**config.mk**
```make
export PLATFORM = sky130hd
export DESIGN_NAME = clk_prescaler
export DESIGN_NICKNAME = d
export VERILOG_FILES = /design/src/rtl/clk_prescaler.sv
export SDC_FILE = /design/constraint.sdc
export NUM_CORES = 1
export LEC_CHECK = 0
export ABC_AREA = 0
export ABC_CLOCK_PERIOD_IN_PS = 2510
export BUFFER_PORTS_ARGS = -buffer_cell sky130_fd_sc_hd__buf_2
export CAP_MARGIN = 20
export CORE_UTILIZATION = 25
export CTS_CLUSTER_SIZE = 16
export DETAILED_ROUTE_END_ITERATION = 10
export HOLD_SLACK_MARGIN = 0.03
export PLACE_DENSITY_LB_ADDON = 0.15
export SLEW_MARGIN = 20
export SYNTH_ARGS = -nofsm -noshare
export SYNTH_HDL_FRONTEND = slang
export SYNTH_SLANG_ARGS = --single-unit
```
**constraint.sdc**
```tcl
create_clock -name clk -period 2.51 [get_ports clk]
set_input_delay 0.251 -clock clk [delete_from_list [all_inputs] [get_ports clk]]
set_output_delay 0.251 -clock clk [all_outputs]
set_load 0.02 [all_outputs]
```
**src/rtl/clk_prescaler.sv**
```systemverilog
// clk_prescaler: loadable clock-enable divider with continuous and one-shot modes.
// Define CLK_PRESCALER_TICK_CNT_EN to build the tick_cnt counter; otherwise tick_cnt reads 0.
module clk_prescaler #(
  parameter int DIV_W       = 8,
  parameter int DEFAULT_DIV = 4,
  parameter int TCNT_W      = 16
) (
  input  logic              clk,
  input  logic              rst,
  input  logic              start,
  input  logic              stop,
  input  logic              oneshot,
  input  logic              div_load,
  input  logic [DIV_W-1:0]  div_in,
  output logic              tick,
  output logic              busy,
  output logic              done,
  output logic              load_err,
  output logic [TCNT_W-1:0] tick_cnt
);

  typedef enum logic {S_IDLE, S_RUN} state_t;

  localparam logic [DIV_W-1:0] DIV_ONE = DIV_W'(1);
  localparam logic [DIV_W-1:0] DIV_RST = DIV_W'(DEFAULT_DIV);

  state_t           r_state, w_state_nxt;
  logic [DIV_W-1:0] r_div, w_div_nxt;
  logic [DIV_W-1:0] r_pc, w_pc_nxt;
  logic             r_os, w_os_nxt;
  logic             r_tick, w_tick_nxt;
  logic             r_done, w_done_nxt;
  logic             r_load_err, w_load_err_nxt;
  logic             w_start_ok;
  logic             w_terminal;

  // stop beats start when both arrive together in IDLE
  assign w_start_ok = (r_state == S_IDLE) && start && !stop;
  assign w_terminal = (r_pc == r_div - DIV_ONE);

  always_comb begin
    // NOTE: every signal driven here gets a default first, so no path can infer a latch.
    w_state_nxt    = r_state;
    w_div_nxt      = r_div;
    w_pc_nxt       = r_pc;
    w_os_nxt       = r_os;
    w_tick_nxt     = 1'b0;
    w_done_nxt     = 1'b0;
    w_load_err_nxt = 1'b0;
    case (r_state)
      S_IDLE: begin
        if (div_load) begin
          if (div_in != '0) w_div_nxt      = div_in;
          else              w_load_err_nxt = 1'b1;
        end
        if (w_start_ok) begin
          w_state_nxt = S_RUN;
          w_pc_nxt    = '0;
          w_os_nxt    = oneshot;
        end
      end
      S_RUN: begin
        // the ratio is frozen while running
        w_load_err_nxt = div_load;
        if (stop) begin
          w_state_nxt = S_IDLE;
          w_pc_nxt    = '0;
        end else if (w_terminal) begin
          w_pc_nxt   = '0;
          w_tick_nxt = 1'b1;
          if (r_os) begin
            w_done_nxt  = 1'b1;
            w_state_nxt = S_IDLE;
          end
        end else begin
          w_pc_nxt = r_pc + DIV_ONE;
        end
      end
    endcase
  end

  // NOTE: non-blocking assignments so every flop samples the pre-edge values of the others.
  always_ff @(posedge clk) begin
    if (!rst) begin
      r_state    <= S_IDLE;
      r_div      <= DIV_RST;
      r_pc       <= '0;
      r_os       <= 1'b0;
      r_tick     <= 1'b0;
      r_done     <= 1'b0;
      r_load_err <= 1'b0;
    end else begin
      r_state    <= w_state_nxt;
      r_div      <= w_div_nxt;
      r_pc       <= w_pc_nxt;
      r_os       <= w_os_nxt;
      r_tick     <= w_tick_nxt;
      r_done     <= w_done_nxt;
      r_load_err <= w_load_err_nxt;
    end
  end

  assign tick     = r_tick;
  assign busy     = (r_state == S_RUN);
  assign done     = r_done;
  assign load_err = r_load_err;

`ifdef CLK_PRESCALER_TICK_CNT_EN
  logic [TCNT_W-1:0] r_tick_cnt;

  // clears on an accepted start, holds across stop, wraps silently
  always_ff @(posedge clk) begin
    if (!rst)            r_tick_cnt <= '0;
    else if (w_start_ok) r_tick_cnt <= '0;
    else if (w_tick_nxt) r_tick_cnt <= r_tick_cnt + TCNT_W'(1);
  end

  assign tick_cnt = r_tick_cnt;
`else
  assign tick_cnt = '0;
`endif

endmodule

```
==> out/metrics.yaml <==
final_cell_mix: "dfxtp_1, buf_2, conb_1"
cts_sinks: 21
synth_warnings: 0
synth.distinct_cells: 40
fp-row-count: 26
fin_crit_ns: 2.263
finalSetupTns_ns: 0
grt_start_max_net_pins: 16
synth-simple-area-share_pct: 26.52
viasPerCell: 4.379
portBuffers: 17
critPathRequiredTime_ns: 2.65
totalWireLength_um: 2642
clkPwrFrac_pct: 32.4
fin_util_pct: 28.05
fmax_mhz: 441.9
max_stage_delay_ns: 0.42
reg2reg_depth: 8
cts_tree: "done"
multi_input_area_um2: 779.5
cell_internal_pwr_w: 0.0005021
slew_headroom_pct: 56.02
yosys-mux-area-fraction_pct: 7.576
antenna_found_initial: 0
synth_compound_area_share_pct: 11.84
cts-hold-fix-buffers: 0
detail-route-antenna-nets: 0
drtIter0Drc: 29
p_comb_share_pct: 16.3
clkSlewWorstSetupHoldPaths_ns: 0.08
report.final.slew_viol_count: 0
dp_hpwl_um: 2053
drv_cap: 0
path_class: "register to register"
regArea_um2: 420.4
switching_share_pct: 28.05
first_pass_iters: 4
path_cells: "inv_1, ha_1, o21bai_1, a211o_1, a21oi_1, o211ai_2, a31oi_1, mux2i_1"
hold_path_class: "primary input to register"
crit_slowest_cell: "dfxtp_1"
setup_viol: 0
power_density_mw_per_mm2: 487.1
hold_viol: 0
grt_pass1_wl_um: 4402
placed_cell_area_mm2: 0.001388
diodes: 0
core_area_mm2: 0.005107
synth_area_leaders: "dfxtp_1, buf_4, mux2i_1, nor2b_1, xor2_1"
grt_pass1_vias: 958
vias: 1051
post_drt_wl_per_cell_um: 11.01
synth-seq-area-share_pct: 31.82
synth_area_mm2: 0.001321
worst_setup_path_end_kind: "register"
synth_fa_ha_area_share_pct: 1.894
skew_ns: 0.002852
synthXorXnorAreaFrac_pct: 6.629
finalCritPeriodShare_pct: 90.16
arrival_ns: 2.41
n_fill_cell: 561
crit_path_max_fanout: 15
p_sw_w: 0.0001958
crit_path_start_kind: "register"
fin_nets: 187
fp.dieH_um: 74.70
start_util_pct: 25.87
grt_use_total_pct: 10.51
clock-root-buffer: "clkbuf_8"
h-tree-depth: 1
tightest_slew_ns: 0.6578
rsz0062_at_grt: "false"
ys_seq_elements: 21
seqPwrFrac_pct: 51.3
final_layout_size_suffix_gt1_share_pct: 12.94
final_common_cell: "dfxtp_1"
io_pins: 34
synthCells: 158
whs_path_depth: 2
areaGrowthSynthToFinish_pct: 8.428
ir_drop_v: 0.0001728
gp_congestion: 0.7676
die_w_um: 74.70
dieArea_mm2: 0.005580
numCtsBuffers: 3
drc: 0
finish.instance_area_mm2: 0.001433
run_status: "complete, no violations"
post_cts_buffers: 0
power_leakage_nw: 0.6147
cts_resized: 0
clock_path_buffers: 2
yosysTopAreaCellShare_pct: 31.82
grt-ovfl-total: 0
syn_area_per_cell_um2: 8.362
synth_top_family_by_area: "simple AND/OR/NAND/NOR gates"
yosys.area.top_type: "dfxtp_1"
clkLatencyLatePin_ns: 0.26
-- power groups by stage --
stage               logic [W]  clock network [W]  registers (W)
floorplan            0.000109                  0       0.000363
global placement     0.000113                  0       0.000366
detailed placement   0.000114                  0       0.000366
CTS                  0.000115           0.000233       0.000358
global route         0.000128           0.000250       0.000360
finish               0.000114           0.000226       0.000358
-- kinds of logic (layout without fill, tap and decap cells) --
logic type | count (synthesis) | after routing
AND/OR/NAND/NOR | 63 | 63
buffers and inverters | 28 | 25
AO/OA/AOI/OAI | 23 | 23
flip-flops | 21 | 21
XOR/XNOR | 10 | 10
multiplexers | 10 | 10
adder cells (fa/ha/maj) | 2 | 2
other | 1 | 16
-- Yosys cell counts --
library cell	n
nor3b_1	2
inv_1	4
a31oi_1	4
ha_1	2
mux2i_1	10
a21boi_1	1
buf_2	4
o31ai_1	1
nor4_1	2
a32oi_1	1
nor3_1	3
nor2b_1	13
and4bb_1	1
buf_4	16
nand3_1	11
o211ai_2	1
a21oi_1	6
nor4_2	1
xnor2_1	3
buf_6	1
clkbuf_1	2
or3_1	1
nand3b_1	1
o22ai_1	1
nand4_1	4
o21bai_1	2
a32o_1	1
a211o_1	1
and3_1	2
dfxtp_1	21
nand2_1	10
and2_1	4
xor2_1	7
nor2_1	7
buf_1	1
a21o_1	2
o21ai_0	1
or2_1	1
o21ai_1	1
conb_1	1
-- layer usage --
metal	vias to the layer above	track usage [%]	part of all wire [%]
met5	-	0	0
met4	0	6.080	2.2
met3	5	1.606	2.5
met2	25	17.22	47
met1	481	13.10	48
li1	540	-	-
-- worst paths after layout --
| kind | startpoint | to | slack [ns] |
|---|---|---|---|
| worst max register to register | r_div[0]$_SDFFE_PN0P_ | r_pc[2]$_SDFFE_PN0P_ | 0.25 |
| worst min register to register | r_os$_SDFFE_PN0P_ | done$_SDFF_PP0_ | 0.52 |
| worst min-delay path | stop | busy$_SDFF_PN0_ | 0.20 |
| worst max-delay path | r_div[0]$_SDFFE_PN0P_ | r_pc[2]$_SDFFE_PN0P_ | 0.25 |
-- worst max-delay path: cells and delay by family (launching register included) --
kind / cells / cell delay, ns
AO/OA/AOI/OAI: 5 / 1.24
adder cells (fa/ha/maj): 1 / 0.30
flip-flops: 1 / 0.42
multiplexers: 1 / 0.09
buffers and inverters: 1 / 0.08
-- state kept, by name, indices dropped and copies added, names as in the netlist --
name	flops
r_os	1
r_pc	8
busy	1
load_err	1
tick	1
r_div	8
done	1
-- metrics by stage --
step	cells	setup WS [ns]	power [W]	hold WS, ns
4_1_cts	240	0.2660	0.0007061	0.1887
5_1_grt	240	0.05677	0.0007377	0.2009
2_1_floorplan	173	0.5160	0.0004716	0.3271
6_report	240	0.2469	0.0006979	0.1954
3_5_place_dp	236	0.2868	0.0004800	0.4716
3_3_place_gp	236	0.3506	0.0004789	0.4699
-- area by class of cell --
type	count	share of cell area, %
multi-input combinational	124	54.41
sequential	21	29.35
tap	70	6.114
timing repair buffer	17	5.939
clock buffer	4	3.144
inverter	4	1.048
Power figures use the tool's default switching activity.
